`src/rtl/mcs6530_pkg.sv`:
```
// Shared types and constants for the mcs6530 bus master.
// Bus state enum, address width and bus idle values.
package mcs6530_pkg;

  localparam int ADDR_W = 10;

  typedef enum logic [1:0] {
    IDLE,
    ADDR,
    DATA,
    RESP
  } bm_state_t;

  typedef struct packed {
    logic [ADDR_W-1:0] a;
    logic              rs_n;
    logic              we_n;
    logic [7:0]        di;
  } bus_drv_t;

  localparam logic [ADDR_W-1:0] BUS_IDLE_A    = '0;
  localparam logic              BUS_IDLE_RS_N = 1'b1;
  localparam logic              BUS_IDLE_WE_N = 1'b1;
  localparam logic [7:0]        BUS_IDLE_DI   = 8'h00;

  localparam bus_drv_t BUS_IDLE = '{
    a:    BUS_IDLE_A,
    rs_n: BUS_IDLE_RS_N,
    we_n: BUS_IDLE_WE_N,
    di:   BUS_IDLE_DI
  };

  function automatic bus_drv_t bus_drive(
    input logic [ADDR_W-1:0] a,
    input logic              rs_n,
    input logic              we,
    input logic [7:0]        di
  );
    bus_drv_t d;
    d.a    = a;
    d.rs_n = rs_n;
    d.we_n = ~we;
    d.di   = di;
    return d;
  endfunction

endpackage

```
`src/rtl/mcs6530_bus_master_if.sv`:
```
// Command, response and 6502-style bus signals of the bus master.
// master: the bus master itself; slave: command source + bus slave.
interface mcs6530_bus_master_if
  import mcs6530_pkg::*;
#(
  parameter int MAX_LEN_W = 4
);
  logic                 cmd_valid;
  logic                 cmd_ready;
  logic                 cmd_we;
  logic                 cmd_rs_n;
  logic [ADDR_W-1:0]    cmd_addr;
  logic [MAX_LEN_W-1:0] cmd_len;
  logic [7:0]           cmd_wdata;

  logic                 rsp_valid;
  logic                 rsp_ready;
  logic [7:0]           rsp_data;
  logic                 rsp_last;

  logic [ADDR_W-1:0]    A;
  logic                 RS_n;
  logic                 we_n;
  logic [7:0]           DI;
  logic [7:0]           DO;

  logic                 busy;

  modport master (
    input  cmd_valid, cmd_we, cmd_rs_n,
    input  cmd_addr, cmd_len, cmd_wdata,
    output cmd_ready,
    output rsp_valid, rsp_data, rsp_last,
    input  rsp_ready,
    output A, RS_n, we_n, DI,
    input  DO,
    output busy
  );

  modport slave (
    output cmd_valid, cmd_we, cmd_rs_n,
    output cmd_addr, cmd_len, cmd_wdata,
    input  cmd_ready,
    input  rsp_valid, rsp_data, rsp_last,
    output rsp_ready,
    input  A, RS_n, we_n, DI,
    output DO,
    input  busy
  );

endinterface

```
`src/rtl/mcs6530_bus_master.sv`:
```
// 6502-style bus initiator: single/burst reads and fill-writes.
// Ports: phi2, rst_n (async, active-low), bus (master modport).
module mcs6530_bus_master
  import mcs6530_pkg::*;
#(
  parameter int MAX_LEN_W = 4
) (
  input  logic phi2,
  input  logic rst_n,
  mcs6530_bus_master_if.master bus
);

  bm_state_t            state;
  bus_drv_t             drv;
  logic [ADDR_W-1:0]    addr;
  logic [ADDR_W-1:0]    addr_n;
  logic [MAX_LEN_W-1:0] cnt;
  logic                 we;
  logic                 rs_n;
  logic [7:0]           wdata;
  logic                 cmd_ready;
  logic                 rsp_valid;
  logic [7:0]           rsp_data;
  logic                 rsp_last;
  logic                 busy;
  logic                 last_beat;

  // Wraps modulo 1024 by width.
  assign addr_n    = addr + ADDR_W'(1);
  assign last_beat = (cnt == '0);

  assign bus.A         = drv.a;
  assign bus.RS_n      = drv.rs_n;
  assign bus.we_n      = drv.we_n;
  assign bus.DI        = drv.di;
  assign bus.cmd_ready = cmd_ready;
  assign bus.rsp_valid = rsp_valid;
  assign bus.rsp_data  = rsp_data;
  assign bus.rsp_last  = rsp_last;
  assign bus.busy      = busy;

  always_ff @(posedge phi2 or negedge rst_n) begin
    if (!rst_n) begin
      state     <= IDLE;
      drv       <= BUS_IDLE;
      addr      <= '0;
      cnt       <= '0;
      we        <= 1'b0;
      rs_n      <= 1'b1;
      wdata     <= 8'h00;
      cmd_ready <= 1'b0;
      rsp_valid <= 1'b0;
      rsp_data  <= 8'h00;
      rsp_last  <= 1'b0;
      busy      <= 1'b0;
    end else begin
      unique case (state)
        IDLE: begin
          cmd_ready <= 1'b1;
          if (bus.cmd_valid && cmd_ready) begin
            addr      <= bus.cmd_addr;
            cnt       <= bus.cmd_len;
            we        <= bus.cmd_we;
            rs_n      <= bus.cmd_rs_n;
            wdata     <= bus.cmd_wdata;
            drv       <= bus_drive(bus.cmd_addr,
                                   bus.cmd_rs_n,
                                   bus.cmd_we,
                                   bus.cmd_wdata);
            cmd_ready <= 1'b0;
            busy      <= 1'b1;
            state     <= ADDR;
          end
        end
        ADDR: begin
          state <= DATA;
        end
        DATA: begin
          if (!we) begin
            // Slave read data is valid on this edge.
            rsp_data  <= bus.DO;
            rsp_last  <= last_beat;
            rsp_valid <= 1'b1;
            drv       <= BUS_IDLE;
            state     <= RESP;
          end else if (!last_beat) begin
            cnt   <= cnt - MAX_LEN_W'(1);
            addr  <= addr_n;
            drv   <= bus_drive(addr_n, rs_n,
                               we, wdata);
            state <= ADDR;
          end else begin
            // A fill-write reports once, at the end.
            rsp_data  <= 8'h00;
            rsp_last  <= 1'b1;
            rsp_valid <= 1'b1;
            drv       <= BUS_IDLE;
            state     <= RESP;
          end
        end
        RESP: begin
          if (bus.rsp_ready) begin
            rsp_valid <= 1'b0;
            if (!last_beat) begin
              cnt   <= cnt - MAX_LEN_W'(1);
              addr  <= addr_n;
              drv   <= bus_drive(addr_n, rs_n,
                                 we, wdata);
              state <= ADDR;
            end else begin
              cmd_ready <= 1'b1;
              busy      <= 1'b0;
              state     <= IDLE;
            end
          end
        end
        default: begin
          drv   <= BUS_IDLE;
          state <= IDLE;
        end
      endcase
    end
  end

endmodule
```
`src/flat_wrapper.sv`:
```
// flat-port wrapper written by rule: the top's interface ports become plain ports
module mcs6530_bus_master_flat import mcs6530_pkg::*;
#(
  parameter int MAX_LEN_W = 4
)
  (phi2, rst_n, bus_cmd_valid, bus_cmd_we, bus_cmd_rs_n, bus_cmd_addr, bus_cmd_len, bus_cmd_wdata, bus_cmd_ready, bus_rsp_valid, bus_rsp_data, bus_rsp_last, bus_rsp_ready, bus_A, bus_RS_n, bus_we_n, bus_DI, bus_DO, bus_busy);
  mcs6530_bus_master_if #(.MAX_LEN_W(MAX_LEN_W)) bus_i ();
  input  logic phi2;
  input  logic rst_n;
  input wire logic [$bits(bus_i.cmd_valid)-1:0] bus_cmd_valid;
  input wire logic [$bits(bus_i.cmd_we)-1:0] bus_cmd_we;
  input wire logic [$bits(bus_i.cmd_rs_n)-1:0] bus_cmd_rs_n;
  input wire logic [$bits(bus_i.cmd_addr)-1:0] bus_cmd_addr;
  input wire logic [$bits(bus_i.cmd_len)-1:0] bus_cmd_len;
  input wire logic [$bits(bus_i.cmd_wdata)-1:0] bus_cmd_wdata;
  output wire logic [$bits(bus_i.cmd_ready)-1:0] bus_cmd_ready;
  output wire logic [$bits(bus_i.rsp_valid)-1:0] bus_rsp_valid;
  output wire logic [$bits(bus_i.rsp_data)-1:0] bus_rsp_data;
  output wire logic [$bits(bus_i.rsp_last)-1:0] bus_rsp_last;
  input wire logic [$bits(bus_i.rsp_ready)-1:0] bus_rsp_ready;
  output wire logic [$bits(bus_i.A)-1:0] bus_A;
  output wire logic [$bits(bus_i.RS_n)-1:0] bus_RS_n;
  output wire logic [$bits(bus_i.we_n)-1:0] bus_we_n;
  output wire logic [$bits(bus_i.DI)-1:0] bus_DI;
  input wire logic [$bits(bus_i.DO)-1:0] bus_DO;
  output wire logic [$bits(bus_i.busy)-1:0] bus_busy;
  assign bus_i.cmd_valid = bus_cmd_valid;
  assign bus_i.cmd_we = bus_cmd_we;
  assign bus_i.cmd_rs_n = bus_cmd_rs_n;
  assign bus_i.cmd_addr = bus_cmd_addr;
  assign bus_i.cmd_len = bus_cmd_len;
  assign bus_i.cmd_wdata = bus_cmd_wdata;
  assign bus_cmd_ready = bus_i.cmd_ready;
  assign bus_rsp_valid = bus_i.rsp_valid;
  assign bus_rsp_data = bus_i.rsp_data;
  assign bus_rsp_last = bus_i.rsp_last;
  assign bus_i.rsp_ready = bus_rsp_ready;
  assign bus_A = bus_i.A;
  assign bus_RS_n = bus_i.RS_n;
  assign bus_we_n = bus_i.we_n;
  assign bus_DI = bus_i.DI;
  assign bus_i.DO = bus_DO;
  assign bus_busy = bus_i.busy;
  mcs6530_bus_master #(.MAX_LEN_W(MAX_LEN_W)) u_core (.phi2(phi2), .rst_n(rst_n), .bus(bus_i));
endmodule
```
`config.mk`:
```
export PLATFORM = sky130hd
export DESIGN_NAME = mcs6530_bus_master_flat
export DESIGN_NICKNAME = d
export VERILOG_FILES = /design/src/rtl/mcs6530_pkg.sv /design/src/rtl/mcs6530_bus_master_if.sv /design/src/rtl/mcs6530_bus_master.sv /design/src/flat_wrapper.sv
export SDC_FILE = /design/constraint.sdc
export NUM_CORES = 1
export LEC_CHECK = 0
export CAP_MARGIN = 20
export CELL_PAD_IN_SITES_DETAIL_PLACEMENT = 0
export CELL_PAD_IN_SITES_GLOBAL_PLACEMENT = 1
export CORE_UTILIZATION = 38
export CTS_CLUSTER_SIZE = 14
export DETAILED_ROUTE_END_ITERATION = 6
export PLACE_DENSITY = 0.79
export SLEW_MARGIN = 20
export SYNTH_ARGS = -nofsm -noshare
export SYNTH_HDL_FRONTEND = slang
export SYNTH_SLANG_ARGS = --single-unit
```
`constraint.sdc`:
```
create_clock -name phi2 -period 2.6 [get_ports phi2]
set_input_delay 0.39 -clock phi2 [delete_from_list [all_inputs] [get_ports phi2]]
set_output_delay 0.39 -clock phi2 [all_outputs]
set_load 0.1 [all_outputs]
```
# After elaboration in Yosys (flattened, before gate mapping)
# Cells that the tools add are included.
[word_totals] regBits=58 inputBits=36
[op_classes] add_sub_neg=2 eq_ne=10 mux=36 bitwise_logic=2 reduce_logical=14
[op_table] cell="$mux W20" count=5
[op_table] cell="$pmux W20 S3" count=1
[op_table] cell="$mux W10" count=4
[op_table] cell="$pmux W10 S3" count=1
[op_table] cell="$mux W4" count=4
[op_table] cell="$mux W8" count=2
[op_table] cell="$pmux W4 S3" count=1
[op_table] cell="$reduce_and A4 Y1" count=3
[op_table] cell="$add A10 B1 Y10 const B" count=1
[op_table] cell="$mux W1" count=10
[op_table] cell="$mux W2" count=4
[op_table] cell="$pmux W2 S4" count=1
[op_table] cell="$ne A2 B1 Y1 const B" count=3
[op_table] cell="$ne A2 B2 Y1 const B" count=3
[op_table] cell="$pmux W1 S2" count=3
[op_table] cell="$reduce_and A2 Y1" count=3
[op_table] cell="$reduce_and A3 Y1" count=2
[op_table] cell="$eq A2 B2 Y1 const B" count=2
[op_table] cell="$logic_not A4 Y1" count=1
[op_table] cell="$reduce_bool A2 Y1" count=2
[op_table] cell="$sub A4 B1 Y4 const B" count=1
[op_table] cell="$ne A3 B3 Y1 const B" count=1
[op_table] cell="$reduce_bool A3 Y1" count=1
[op_table] cell="$eq A2 B1 Y1 const B" count=1
[op_table] cell="other kinds (3)" count=4

# Depth between registers and ports, before layout
# Gate-level depths: netlist of run 1.
[depth] ltp_word=4 depth_mapped=9

# Worst setup path before layout of run 1
# Ideal clock, no wire load.
[synth_path] path_type="flip-flop to flip-flop" from="register u_core.cmd_ready (netlist: u_core.bus.cmd_ready)" to="register u_core.drv, in the netlist u_core.bus.DI[0]" t_arrival_ns=2.236 required_time_ns=2.477 setup_slack_ns=0.242 stages_incl_launch_ff=7 n_path_buf=2 period_less_slack_ns=2.358 cell_sequence="dfrtp_1 a21boi_2 or4_1 buf_2 buf_6 a221oi_2 nor2_1"
[synth_between] elab_chain_cells=3
[synth_lines] item="from (decl)" line_no="mcs6530_bus_master.sv:21" text="logic cmd_ready;"
[synth_lines] item="from (signal assigned)" line_no="mcs6530_bus_master.sv:51" text="cmd_ready <= 1'b0;"
[synth_lines] item="from (signal assigned)" line_no="mcs6530_bus_master.sv:59" text="cmd_ready <= 1'b1;"
[synth_lines] item="from (signal assigned)" line_no="mcs6530_bus_master.sv:70" text="cmd_ready <= 1'b0;"
[synth_lines] item="$logic_and A1 B1 Y1" line_no="mcs6530_bus_master.sv:60" text="if (bus.cmd_valid && cmd_ready) begin"
[synth_lines] item="$ne A2 B1 Y1 (no line)"
[synth_lines] item="$reduce_and A4 Y1 (no line)"
[synth_lines] item="to (signal assigned)" line_no="mcs6530_bus_master.sv:66" text="drv <= bus_drive(bus.cmd_addr,"
[synth_lines] item="to (signal assigned)" line_no="mcs6530_bus_master.sv:89" text="drv <= bus_drive(addr_n, rs_n,"
[synth_lines] item="to (signal assigned)" line_no="mcs6530_bus_master.sv:107" text="drv <= bus_drive(addr_n, rs_n,"
[synth_lines] item="to (decl)" line_no="mcs6530_bus_master.sv:14" text="bus_drv_t drv;"
# No other way between the ends.
# A chain may end at the register's enable or synchronous reset.

# Worst setup path after layout of run 1
[layout_path] from="register u_core.state[0]" to="register u_core.drv, in the netlist u_core.bus.A[3]"
[layout_between] elab_chain_cells=3
[layout_lines] item="from (decl)" line_no="mcs6530_bus_master.sv:13" text="bm_state_t state;"
[layout_lines] item="from (signal assigned)" line_no="mcs6530_bus_master.sv:44" text="state <= IDLE;"
[layout_lines] item="from (signal assigned)" line_no="mcs6530_bus_master.sv:72" text="state <= ADDR;"
[layout_lines] item="from (signal assigned)" line_no="mcs6530_bus_master.sv:76" text="state <= DATA;"
[layout_lines] item="$eq A2 B2 Y1 or $logic_not A2 Y1 (tied branches)" line_no="mcs6530_bus_master.sv:57" text="unique case (state)"
[layout_lines] item="$ne A2 B2 Y1 (no line) (tied with other cells)"
[layout_lines] item="$reduce_and A4 Y1 (no line)"
# Parallel ways exist; a longest one is shown, timed or not.

==> out/metrics.yaml, run 1 <==
setup_path:
  cp-endpoint: "u_core.bus.A[3]"
  path_class: "flop to flop"
  crit_path_start_kind: "flop"
  worstRegToRegCells: 7
  worstPathCellList: "inv_1 -> ha_1 -> nor3_1 -> or4_1 -> buf_4 -> a221oi_1 -> nor2_1"
  worstReg2RegStart: "u_core.state[0]"
  cp.arrival_ps: 2490
  crit_fanout: 15
  crit_family: "simple AND/OR/NAND/NOR gates"
  critPathCaptureType: "flop"
  crit_cells: 7
  rrSetupSlack_ps: 330
  cpPeakStageDelay_ps: 490
  r2r-end: "u_core.bus.A[3]"
  critPathBufInv: 2
  cp.required_ps: 2820
  cp-startpoint: "u_core.state[0]"
  crit_slowest_cell: "or4_1"
grt:
  overflow: 0
  grt_pass1_vias: 2532
  grt_use_total: 0.197
  grt_pass1_wl_um: 12700
  antenna_found_initial: 0
  grt_max_degree: 32
routing:
  final_antenna_net_count: 0
  wire_per_inst_um: 16.2
  routed_via_density: 5.41
  dr_total_vias: 2501
  first_iter_violations: 102
  drt-total-wl_um: 7480
  drc: 0
  dr.pass1.iters: 4
layout:
  n_fill_cell: 698
  drive_above_1_share: 0.245
  fin_area_um2: 3890
  multi_input_area_um2: 1380
  diodes: 0
  nNetsFinal: 400
  seq_area_um2: 1460
  areaGrowthSynthToFinish_pct: 32.0
timing:
  setup_ws_ps: 328
  final_max_slew_viol_count: 0
  relSlewSlack: 0.420
  fin_crit_ps: 2270
  grt_setup_unrepaired: "no"
  hold_violations: 0
  setup_tns_ps: 0
  setup_viol: 0
  worst_pin_slew_ps: 870
  period_share: 0.874
  fmax_mhz: 440
  fin_worst_skew_ps: 8.77
cts:
  htree_levels: 3
  cts_buffer_depth: 2
  cts-root-buf: "clkbuf_8"
  clk_pin_slew_ps: 70
  cts_tree: "yes"
  cts_resized: 0
  clock_latency_ps: 340
  clock_sinks: 58
  cts_hold_buf: 0
  postCtsSetupBuffers: 0
  cts_buffers: 9
floorplan:
  core_um2: 7370
  dieWidth_um: 90.1
  die_area_um2: 8120
  rows: 31
  io_pins: 68
  initial_utilization: 0.400
  die_h_um: 90.1
synth:
  yosys.cell_types.count: 54
  ys_ff_latch: 58
  yosysSeqAreaShare: 0.493
  synth_flop_cell: "dfrtp_1"
  synth_edf_count: 0
  synth_area_per_cell_um2: 10.4
  syn_area_um2: 2950
  yosysWarningCount: 0
  async_flop_share: 1.00
  synthCells: 284
  syn_nets: 326
place:
  place.gp.congestion: 0.794
  pre_cts_slack_ps: 321
  hpwlAfterDp_um: 5030
  io_buffers: 67
  placed_cell_area_um2: 3670
run:
  max_cap_violations: 0
run_status:
  outcome: "complete, no violations"
worst_hold_path:
  min_path_type: "input port to async pin"
kinds of logic (layout without fill, tap and decap cells):
logic type,after synthesis,in the layout,share of synthesized area
buffers and inverters,25,104,0.0412
AOI/OAI and AO/OA,91,91,0.239
DFF,58,58,0.493
xor gates and xnor gates,4,4,0.0119
muxes,11,11,0.0416
adders and majority gates,6,6,0.0255
and+or+nand+nor,89,89,0.148
worst min path at each step:
stage | cells after the start | from | slack [ps] | to
floorplan | 0 | rst_n | 90 | u_core.addr[0]
global placement | 2 | rst_n | 440 | u_core.bus.A[3]
detailed placement | 2 | rst_n | 430 | u_core.bus.A[3]
CTS | 2 | rst_n | 60 | u_core.bus.A[3]
global route | 2 | rst_n | 80 | u_core.bus.A[4]
finish | 2 | rst_n | 50 | u_core.bus.A[4]
state kept, by name, indices dropped and copies added, names as in the netlist:
register / cells
u_core.bus.RS_n: 1
u_core.bus.rsp_data: 8
u_core.bus.DI: 8
u_core.bus.busy: 1
u_core.rs_n: 1
u_core.bus.we_n: 1
u_core.bus.rsp_last: 1
u_core.we: 1
u_core.wdata: 8
u_core.cnt: 4
u_core.state: 2
u_core.bus.cmd_ready: 1
u_core.addr: 10
u_core.bus.A: 10
u_core.bus.rsp_valid: 1
worst reg2reg max path, cell delays in order, from the launching register on:
cell and delay [ps]:
dfrtp_1 430, inv_1 130, ha_1 390, nor3_1 160, or4_1 490, buf_4 230
a221oi_1 260, nor2_1 70
stage by stage:
stage                     hold WS (ps)  std cells  utilization
after floorplan                   94.4        284            -
after global placement             442        446        0.498
after detailed placement           425        446        0.498
after CTS                         56.8        462        0.528
after global routing              77.3        462        0.528
final                             53.5        462        0.528
area by class of cell:
cell class | count | area share
tap | 99 | 0.0318
multi-input combinational | 201 | 0.355
clock inverter | 5 | 0.0199
sequential | 58 | 0.374
clock buffer | 11 | 0.0363
inverter | 8 | 0.00771
timing repair buffer | 80 | 0.176
metal layers:
layer	vias to the layer above	track usage	routed length (µm)
met5	-	0	0
met4	0	0.0699	87
met2	51	0.307	3470
li1	1212	-	-
met1	1231	0.271	3640
met3	7	0.0431	284
placed cells by master (no fill, tap or decap), types with 4 or more instances in the layout:
cell	instances
o211ai_1	6
nor2_1	32
mux2_2	10
dfrtp_1	55
inv_1	8
a22o_1	11
a221oi_2	7
clkbuf_8	10
nor3_1	6
nand3_1	8
a221oi_1	5
a21oi_1	17
a31oi_1	9
o2bb2ai_1	4
ha_1	6
buf_4	45
clkdlybuf4s50_1	34
nand2_1	22
o21ai_0	9
synthesized netlist by cell type (5+ instances only):
master    instances  share of area
nand3_1           8          0.014
o21ai_0           9          0.015
inv_1             8          0.010
a21oi_1          17          0.029
a31oi_1           9          0.019
clkbuf_1          5         0.0064
nor2_1           32          0.041
ha_1              6          0.025
o211ai_1          6          0.015
mux2_2           10          0.038
a22o_1           11          0.033
a221oi_2          7          0.036
nand2_1          22          0.028
buf_2            10          0.017
dfrtp_1          55           0.47
nor3_1            6          0.010
a221oi_1          5          0.015
Power of run 1 is not shown: default switching activity piles up to over one toggle a cycle in this logic, so the estimate is an artifact.
==> run 2, diff against run 1 <==
--- a/config.mk
+++ b/config.mk
@@ -9,7 +9,7 @@
 export CELL_PAD_IN_SITES_DETAIL_PLACEMENT = 0
 export CELL_PAD_IN_SITES_GLOBAL_PLACEMENT = 1
 export CORE_UTILIZATION = 38
-export CTS_CLUSTER_SIZE = 14
+export CTS_CLUSTER_SIZE = 28
 export DETAILED_ROUTE_END_ITERATION = 6
 export PLACE_DENSITY = 0.79
 export SLEW_MARGIN = 20
==> results of run 2 <==
Same layout as run 1: the final DEF is identical, and so are final timing and power.
Power of run 2 is left out for the same reason.
